### src/rtl/subpel_pkg.sv
// Shared types and constants for the sub-pel window feeder and the FIR stages it feeds.
package subpel_pkg;

    localparam int PIX_W = 8;
    localparam int TAPS  = 8;
    localparam int WIN_W = PIX_W * TAPS;

    typedef enum logic [1:0] {FILL, STREAM, FLUSH} state_t;

    typedef logic [PIX_W-1:0]            pix_t;
    typedef logic [7:0]                  frac_t;
    typedef logic [TAPS-1:0][PIX_W-1:0]  win_t;

    // Oldest tap drops out of slot 0; the new pixel becomes tap 7.
    function automatic win_t shift_in(input win_t w, input pix_t p);
        return {p, w[TAPS-1:1]};
    endfunction

endpackage

### src/rtl/subpel_window_feeder_if.sv
// Pixel-in / window-out handshake bundle of the sub-pel window feeder.
interface subpel_window_feeder_if;
    import subpel_pkg::*;

    pix_t              in_pixel;
    frac_t             in_frac;
    logic              in_valid;
    logic              in_ready;
    logic [WIN_W-1:0]  out_window;
    frac_t             out_frac;
    logic              out_last;
    logic              out_valid;
    logic              out_ready;

    modport slave (
        input  in_pixel, in_frac, in_valid, out_ready,
        output in_ready, out_window, out_frac, out_last, out_valid
    );

    modport master (
        output in_pixel, in_frac, in_valid, out_ready,
        input  in_ready, out_window, out_frac, out_last, out_valid
    );

endinterface

### src/rtl/subpel_out_reg.sv
// Output register for window/phase/last with a valid/ready hold: contents only move when advance is high.
module subpel_out_reg
    import subpel_pkg::*;
(
    input  logic              clock,
    input  logic              reset,
    input  logic              i_advance,
    input  logic              i_load,
    input  win_t              i_window,
    input  frac_t             i_frac,
    input  logic              i_last,
    output logic              o_valid,
    output logic [WIN_W-1:0]  o_window,
    output frac_t             o_frac,
    output logic              o_last
);

    logic              r_valid;
    logic [WIN_W-1:0]  r_window;
    frac_t             r_frac;
    logic              r_last;

    // Valid follows the load request each advancing cycle; data is only replaced on a real load.
    always_ff @(posedge clock or posedge reset) begin
        if (reset) begin
            r_valid  <= 1'b0;
            r_window <= '0;
            r_frac   <= '0;
            r_last   <= 1'b0;
        end else if (i_advance) begin
            r_valid <= i_load;
            if (i_load) begin
                r_window <= i_window;
                r_frac   <= i_frac;
                r_last   <= i_last;
            end
        end
    end

    assign o_valid  = r_valid;
    assign o_window = r_window;
    assign o_frac   = r_frac;
    assign o_last   = r_last;

endmodule

### src/rtl/subpel_window_feeder.sv
// Turns a raster pixel row into one 8-tap window per column with edge padding at both ends.
// Build option SUBPEL_WINDOW_ZERO_PAD_EN: pad with zeros instead of replicating the edge pixels.
module subpel_window_feeder
    import subpel_pkg::*;
#(
    parameter int ROW_WIDTH = 64
) (
    input  logic                  clock,
    input  logic                  reset,
    subpel_window_feeder_if.slave bus
);

    localparam int COL_W = $clog2(ROW_WIDTH);
    localparam logic [COL_W-1:0] LAST_COL = COL_W'(ROW_WIDTH - 1);
    localparam logic [COL_W-1:0] FILL_END = COL_W'(3);

    generate
        if (ROW_WIDTH < 5) begin : g_badRowWidth
            $error("subpel_window_feeder: ROW_WIDTH must be at least 5");
        end
    endgenerate

    state_t            r_state, w_stateNext;
    logic [COL_W-1:0]  r_col, w_colNext;
    logic [1:0]        r_fcnt, w_fcntNext;
    win_t              r_win, w_winNext;
    frac_t             r_frac, w_fracNext;

    logic  w_advance;
    logic  w_accept;
    logic  w_load;
    logic  w_last;
    logic  w_outValid;
    win_t  w_firstWin;
    pix_t  w_padPix;

    assign w_advance    = !w_outValid || bus.out_ready;
    assign bus.in_ready = w_advance && (r_state != FLUSH);
    assign w_accept     = bus.in_valid && bus.in_ready;

`ifdef SUBPEL_WINDOW_ZERO_PAD_EN
    assign w_firstWin = {bus.in_pixel, {((TAPS - 1) * PIX_W){1'b0}}};
    assign w_padPix   = '0;
`else
    assign w_firstWin = {TAPS{bus.in_pixel}};
    assign w_padPix   = r_win[TAPS-1];
`endif

    always_ff @(posedge clock or posedge reset) begin
        if (reset) begin
            r_state <= FILL;
            r_col   <= '0;
            r_fcnt  <= '0;
            r_win   <= '0;
            r_frac  <= '0;
        end else begin
            r_state <= w_stateNext;
            r_col   <= w_colNext;
            r_fcnt  <= w_fcntNext;
            r_win   <= w_winNext;
            r_frac  <= w_fracNext;
        end
    end

    // Column 0 seeds the left padding, columns 1..3 prime the window, STREAM emits x = col-4,
    // and FLUSH pushes four pad taps to emit the last four columns of the row.
    always_comb begin
        w_stateNext = r_state;
        w_colNext   = r_col;
        w_fcntNext  = r_fcnt;
        w_winNext   = r_win;
        w_fracNext  = r_frac;
        w_load      = 1'b0;
        w_last      = 1'b0;
        case (r_state)
            FILL: begin
                if (w_accept) begin
                    if (r_col == '0) begin
                        w_winNext  = w_firstWin;
                        w_fracNext = bus.in_frac;
                        w_colNext  = COL_W'(1);
                    end else begin
                        w_winNext = shift_in(r_win, bus.in_pixel);
                        w_colNext = r_col + COL_W'(1);
                        if (r_col == FILL_END) begin
                            w_stateNext = STREAM;
                        end
                    end
                end
            end
            STREAM: begin
                if (w_accept) begin
                    w_winNext = shift_in(r_win, bus.in_pixel);
                    w_load    = 1'b1;
                    w_colNext = r_col + COL_W'(1);
                    if (r_col == LAST_COL) begin
                        w_stateNext = FLUSH;
                        w_fcntNext  = '0;
                    end
                end
            end
            FLUSH: begin
                if (w_advance) begin
                    w_winNext  = shift_in(r_win, w_padPix);
                    w_load     = 1'b1;
                    w_last     = (r_fcnt == 2'd3);
                    w_fcntNext = r_fcnt + 2'd1;
                    if (r_fcnt == 2'd3) begin
                        w_stateNext = FILL;
                        w_colNext   = '0;
                    end
                end
            end
            default: begin
                w_stateNext = FILL;
                w_colNext   = '0;
            end
        endcase
    end

    subpel_out_reg u_outReg (
        .clock     (clock),
        .reset     (reset),
        .i_advance (w_advance),
        .i_load    (w_load),
        .i_window  (w_winNext),
        .i_frac    (r_frac),
        .i_last    (w_last),
        .o_valid   (w_outValid),
        .o_window  (bus.out_window),
        .o_frac    (bus.out_frac),
        .o_last    (bus.out_last)
    );

    assign bus.out_valid = w_outValid;

endmodule

### src/flat_wrapper.sv
// flat-port wrapper written by rule: the top's interface ports become plain ports
module subpel_window_feeder_flat import subpel_pkg::*;
#(
    parameter int ROW_WIDTH = 64
)
  (clock, reset, bus_in_pixel, bus_in_frac, bus_in_valid, bus_out_ready, bus_in_ready, bus_out_window, bus_out_frac, bus_out_last, bus_out_valid);
  subpel_window_feeder_if bus_i ();
  input  logic clock;
  input  logic reset;
  input wire logic [$bits(bus_i.in_pixel)-1:0] bus_in_pixel;
  input wire logic [$bits(bus_i.in_frac)-1:0] bus_in_frac;
  input wire logic [$bits(bus_i.in_valid)-1:0] bus_in_valid;
  input wire logic [$bits(bus_i.out_ready)-1:0] bus_out_ready;
  output wire logic [$bits(bus_i.in_ready)-1:0] bus_in_ready;
  output wire logic [$bits(bus_i.out_window)-1:0] bus_out_window;
  output wire logic [$bits(bus_i.out_frac)-1:0] bus_out_frac;
  output wire logic [$bits(bus_i.out_last)-1:0] bus_out_last;
  output wire logic [$bits(bus_i.out_valid)-1:0] bus_out_valid;
  assign bus_i.in_pixel = bus_in_pixel;
  assign bus_i.in_frac = bus_in_frac;
  assign bus_i.in_valid = bus_in_valid;
  assign bus_i.out_ready = bus_out_ready;
  assign bus_in_ready = bus_i.in_ready;
  assign bus_out_window = bus_i.out_window;
  assign bus_out_frac = bus_i.out_frac;
  assign bus_out_last = bus_i.out_last;
  assign bus_out_valid = bus_i.out_valid;
  subpel_window_feeder #(.ROW_WIDTH(ROW_WIDTH)) u_core (.clock(clock), .reset(reset), .bus(bus_i));
endmodule
### config.mk
export PLATFORM = sky130hd
export DESIGN_NAME = subpel_window_feeder_flat
export DESIGN_NICKNAME = d
export VERILOG_FILES = /design/src/rtl/subpel_pkg.sv /design/src/rtl/subpel_window_feeder_if.sv /design/src/rtl/subpel_out_reg.sv /design/src/rtl/subpel_window_feeder.sv /design/src/flat_wrapper.sv
export SDC_FILE = /design/constraint.sdc
export NUM_CORES = 1
export LEC_CHECK = 0
export CORE_MARGIN = 8
export CORE_UTILIZATION = 35
export DETAILED_ROUTE_END_ITERATION = 8
export PLACE_DENSITY_LB_ADDON = 0.25
export SLEW_MARGIN = 15
export SYNTH_ARGS = -nofsm -noshare
export SYNTH_HDL_FRONTEND = slang
export SYNTH_HIERARCHICAL = 1
export SYNTH_SLANG_ARGS = --single-unit
### constraint.sdc
create_clock -name clock -period 2.89 [get_ports clock]
set_input_delay 0.867 -clock clock [delete_from_list [all_inputs] [get_ports clock]]
set_output_delay 0.867 -clock clock [all_outputs]
set_load 0.03 [all_outputs]
==> run metrics <==
area share of the largest cell type after synthesis=0.416; CTS tree=built; Cell Area, Synth=9380 sq um; final non-filler cell total=1,263; CP bufs+invs=3; Critical Path Source Type=primary input; EDFF count, synth=0; Worst path top cell family by delay=buffers and inverters; Synth cell types=43; core footprint=26,700 sq um; min setup slack post-route=0.0886 ns; FP Rows=60; crit path time final=2.80 ns; crit-path max cell delay=0.50 ns; Total GRT Usage=0.165; Initial DRT Pass Iterations=5; Logic pwr share=0.529; Initial Util=0.352; proportion of synthesized area in mux cells=0.247; post_cts resized=0; DR iter-0 viols=497; fmax=357 MHz; Switching Fraction=0.416; largest net degree at the start of global routing=81; clock sinks=156; ys async rst share=1.00; RSZ-0062 raised after global routing=no; outcome=completed; Synth Area in XOR/XNOR=0; area leader, netlist=dfrtp_1; postcts setup bufs=0; post-synthesis net count=861; Post-Route Skew=0.0251 ns; number of global-route vias before repair=7,501; worst-margin pin slew=0.584 ns; clock share of power=0.168; max-capacitance violation count=0; Psw=5.74 mW; chip height=180 um; Seq/Total Area, Yosys=0.416; critical path required time=2.02 ns; Syn Inst Count=834; number of CTS-inserted buffers=17; Total Wirelength=26,600 um; clock root cell=clkbuf_16; part of the power in registers=0.303; Main synth FF type=dfrtp_1; hpwl dp=16,700 um; utilization after layout=0.434; synthesized flop and latch total=156; Synth warnings=6; Synth-to-Final Area Change=23.4%; Avg WL per Cell=21.0 um; Synth area leaders=dfrtp_1 42%, mux2_4 9.4%, mux2_2 9.4%; Fin. Hold Viols=0; num ports=95; # setup viols final=0; initial antenna violation count=0; Final period util=0.969; via/cell ratio=5.69; Remaining DRCs=0; clk_lat worst skew=0.44 ns; ratio of cells with drive above 1 in the final layout=0.256; first-pass GRT wire length=43,200 um; worst hold path type=reg2reg; Rel. slew slack=0.611; Final #Nets=938; DR vias=7,191; Die Width=180 um; CP endpoint kind=primary output; CTS Hold Bufs=0; Fillers=2,444; critical path, cell by cell=clkdlybuf4s50_1 -> nor2b_4 -> buf_4 -> nor2_1 -> buf_12; PD cells=1190 nW/um^2; slowest CP cell=clkdlybuf4s50_1; Cells after DPL=1,233; syn avg cell area=11.2 sq um; Leakage Power=4.87 nW; post-route ant nets=0; Clock transition at path regs=0.07 ns; Critical Path AT=1.93 ns; clock buffer depth=2; port bufs=94; global route total overflow=0; Synth Area in Compound Gates=0.208; die area=32,300 sq um; Synth Area in Adders=0.00934; Cell Int Power=8.05 mW; pre-CTS WS=-0.0795 ns; Synth Area in Simple Gates=0.0674; largest family of logic cells by synthesized area=multiplexers; RD Place Congestion=0.761; CP max FO=6; hold slack final=0.489 ns; Setup CP Type=in2out; H-tree depth=4; n_diodes=0; Slew Viols, Final=0; Max VDD drop=0.539 mV
==> worst paths after layout <==
path	startpoint	slack, ns	cells past startpoint	to
max in group asynchronous	reset	1.61	3	u_core/u_outReg/o_window[57]
max reg2reg	u_core/r_state[0]	0.43	8	u_core/u_outReg/o_window[52]
min in group asynchronous	reset	0.91	3	u_core/u_outReg/o_window[62]
min reg2reg	u_core/r_fcnt[0]	0.49	1	u_core/r_fcnt[0]
max	bus_out_ready	0.09	5	bus_in_ready
min	u_core/r_fcnt[0]	0.49	1	u_core/r_fcnt[0]
==> logic make-up after synthesis <==
kind of cell | after synthesis
buffers and inverters | 99
adders and majority gates | 7
muxes | 192
and+or+nand+nor | 109
DFF | 156
AOI/OAI and AO/OA | 271
==> layout make-up <==
| class | count | area (sq um) | area share |
|---|---|---|---|
| Multi-Input combinational cell | 579 | 5020 | 0.434 |
| Sequential cell | 156 | 3900 | 0.337 |
| Timing Repair Buffer | 145 | 1580 | 0.137 |
| Clock buffer | 19 | 443 | 0.0383 |
| Tap cell | 341 | 427 | 0.0369 |
| Clock inverter | 11 | 145 | 0.0125 |
| Inverter | 12 | 50.0 | 0.00432 |
==> placed cells by master (no fill, tap or decap), types with 5 or more instances in the layout <==
cell,netlist,layout
ha_1,7,5
a21oi_1,5,5
buf_4,0,31
a31oi_1,6,6
nor2b_1,57,57
and3_1,9,9
mux2_2,78,78
o21ai_0,69,69
a22oi_1,63,63
a211oi_1,56,56
mux2i_1,55,55
mux2_4,59,59
dfrtp_1,156,156
nor2_1,8,8
clkdlybuf4s50_1,0,93
o221ai_1,55,55
nand2_1,18,16
buf_12,0,21
inv_1,11,8
clkbuf_16,0,17
==> through the flow <==
stage	instance area (sq um)	setup TNS (ns)	total power, mW
after detailed placement	11000	-1.15	11.5
after floorplan	9380	0	8.98
after CTS	11600	0	13.9
after global routing	11600	0	14.7
final	11600	0	13.8
after global placement	11000	-0.702	11.4
==> state kept, by name, indices dropped and copies added, names as in the netlist <==
name and cells:
u_core/u_outReg/o_window 64, u_core/w_padPix 8, u_core/u_outReg/o_last 1, u_core/r_frac 8, u_core/r_fcnt 2, u_core/u_outReg/o_frac 8, u_core/r_col 6, u_core/r_win 56
u_core/r_state 2, u_core/u_outReg/o_valid 1
==> synthesized netlist by cell type (7+ instances only) <==
library cell  number
a211oi_1          56
a22oi_1           63
and3_1             9
buf_2             16
buf_6             13
clkbuf_1          52
dfrtp_1          156
ha_1               7
inv_1             11
mux2_2            78
mux2_4            59
mux2i_1           55
nand2_1           18
nor2_1             8
nor2b_1           57
o21ai_0           69
o221ai_1          55
==> metal layers <==
layer / part of all wire / up-vias / global-route usage
met5: 0 / - / 0
met3: 0.054 / 26 / 0.0425
li1: - / 3356 / -
met4: 0.015 / 0 / 0.0433
met1: 0.47 / 3621 / 0.218
met2: 0.46 / 188 / 0.264
==> power groups by stage <==
| stage | registers, mW | clock network, mW | logic (mW) |
|---|---|---|---|
| after global placement | 4.18 | 0 | 7.25 |
| after detailed placement | 4.19 | 0 | 7.33 |
| after floorplan | 4.87 | 0 | 4.11 |
| after global routing | 4.35 | 2.46 | 7.85 |
| final | 4.18 | 2.32 | 7.30 |
| after CTS | 4.18 | 2.39 | 7.36 |
(Power assumes the default switching activity.)
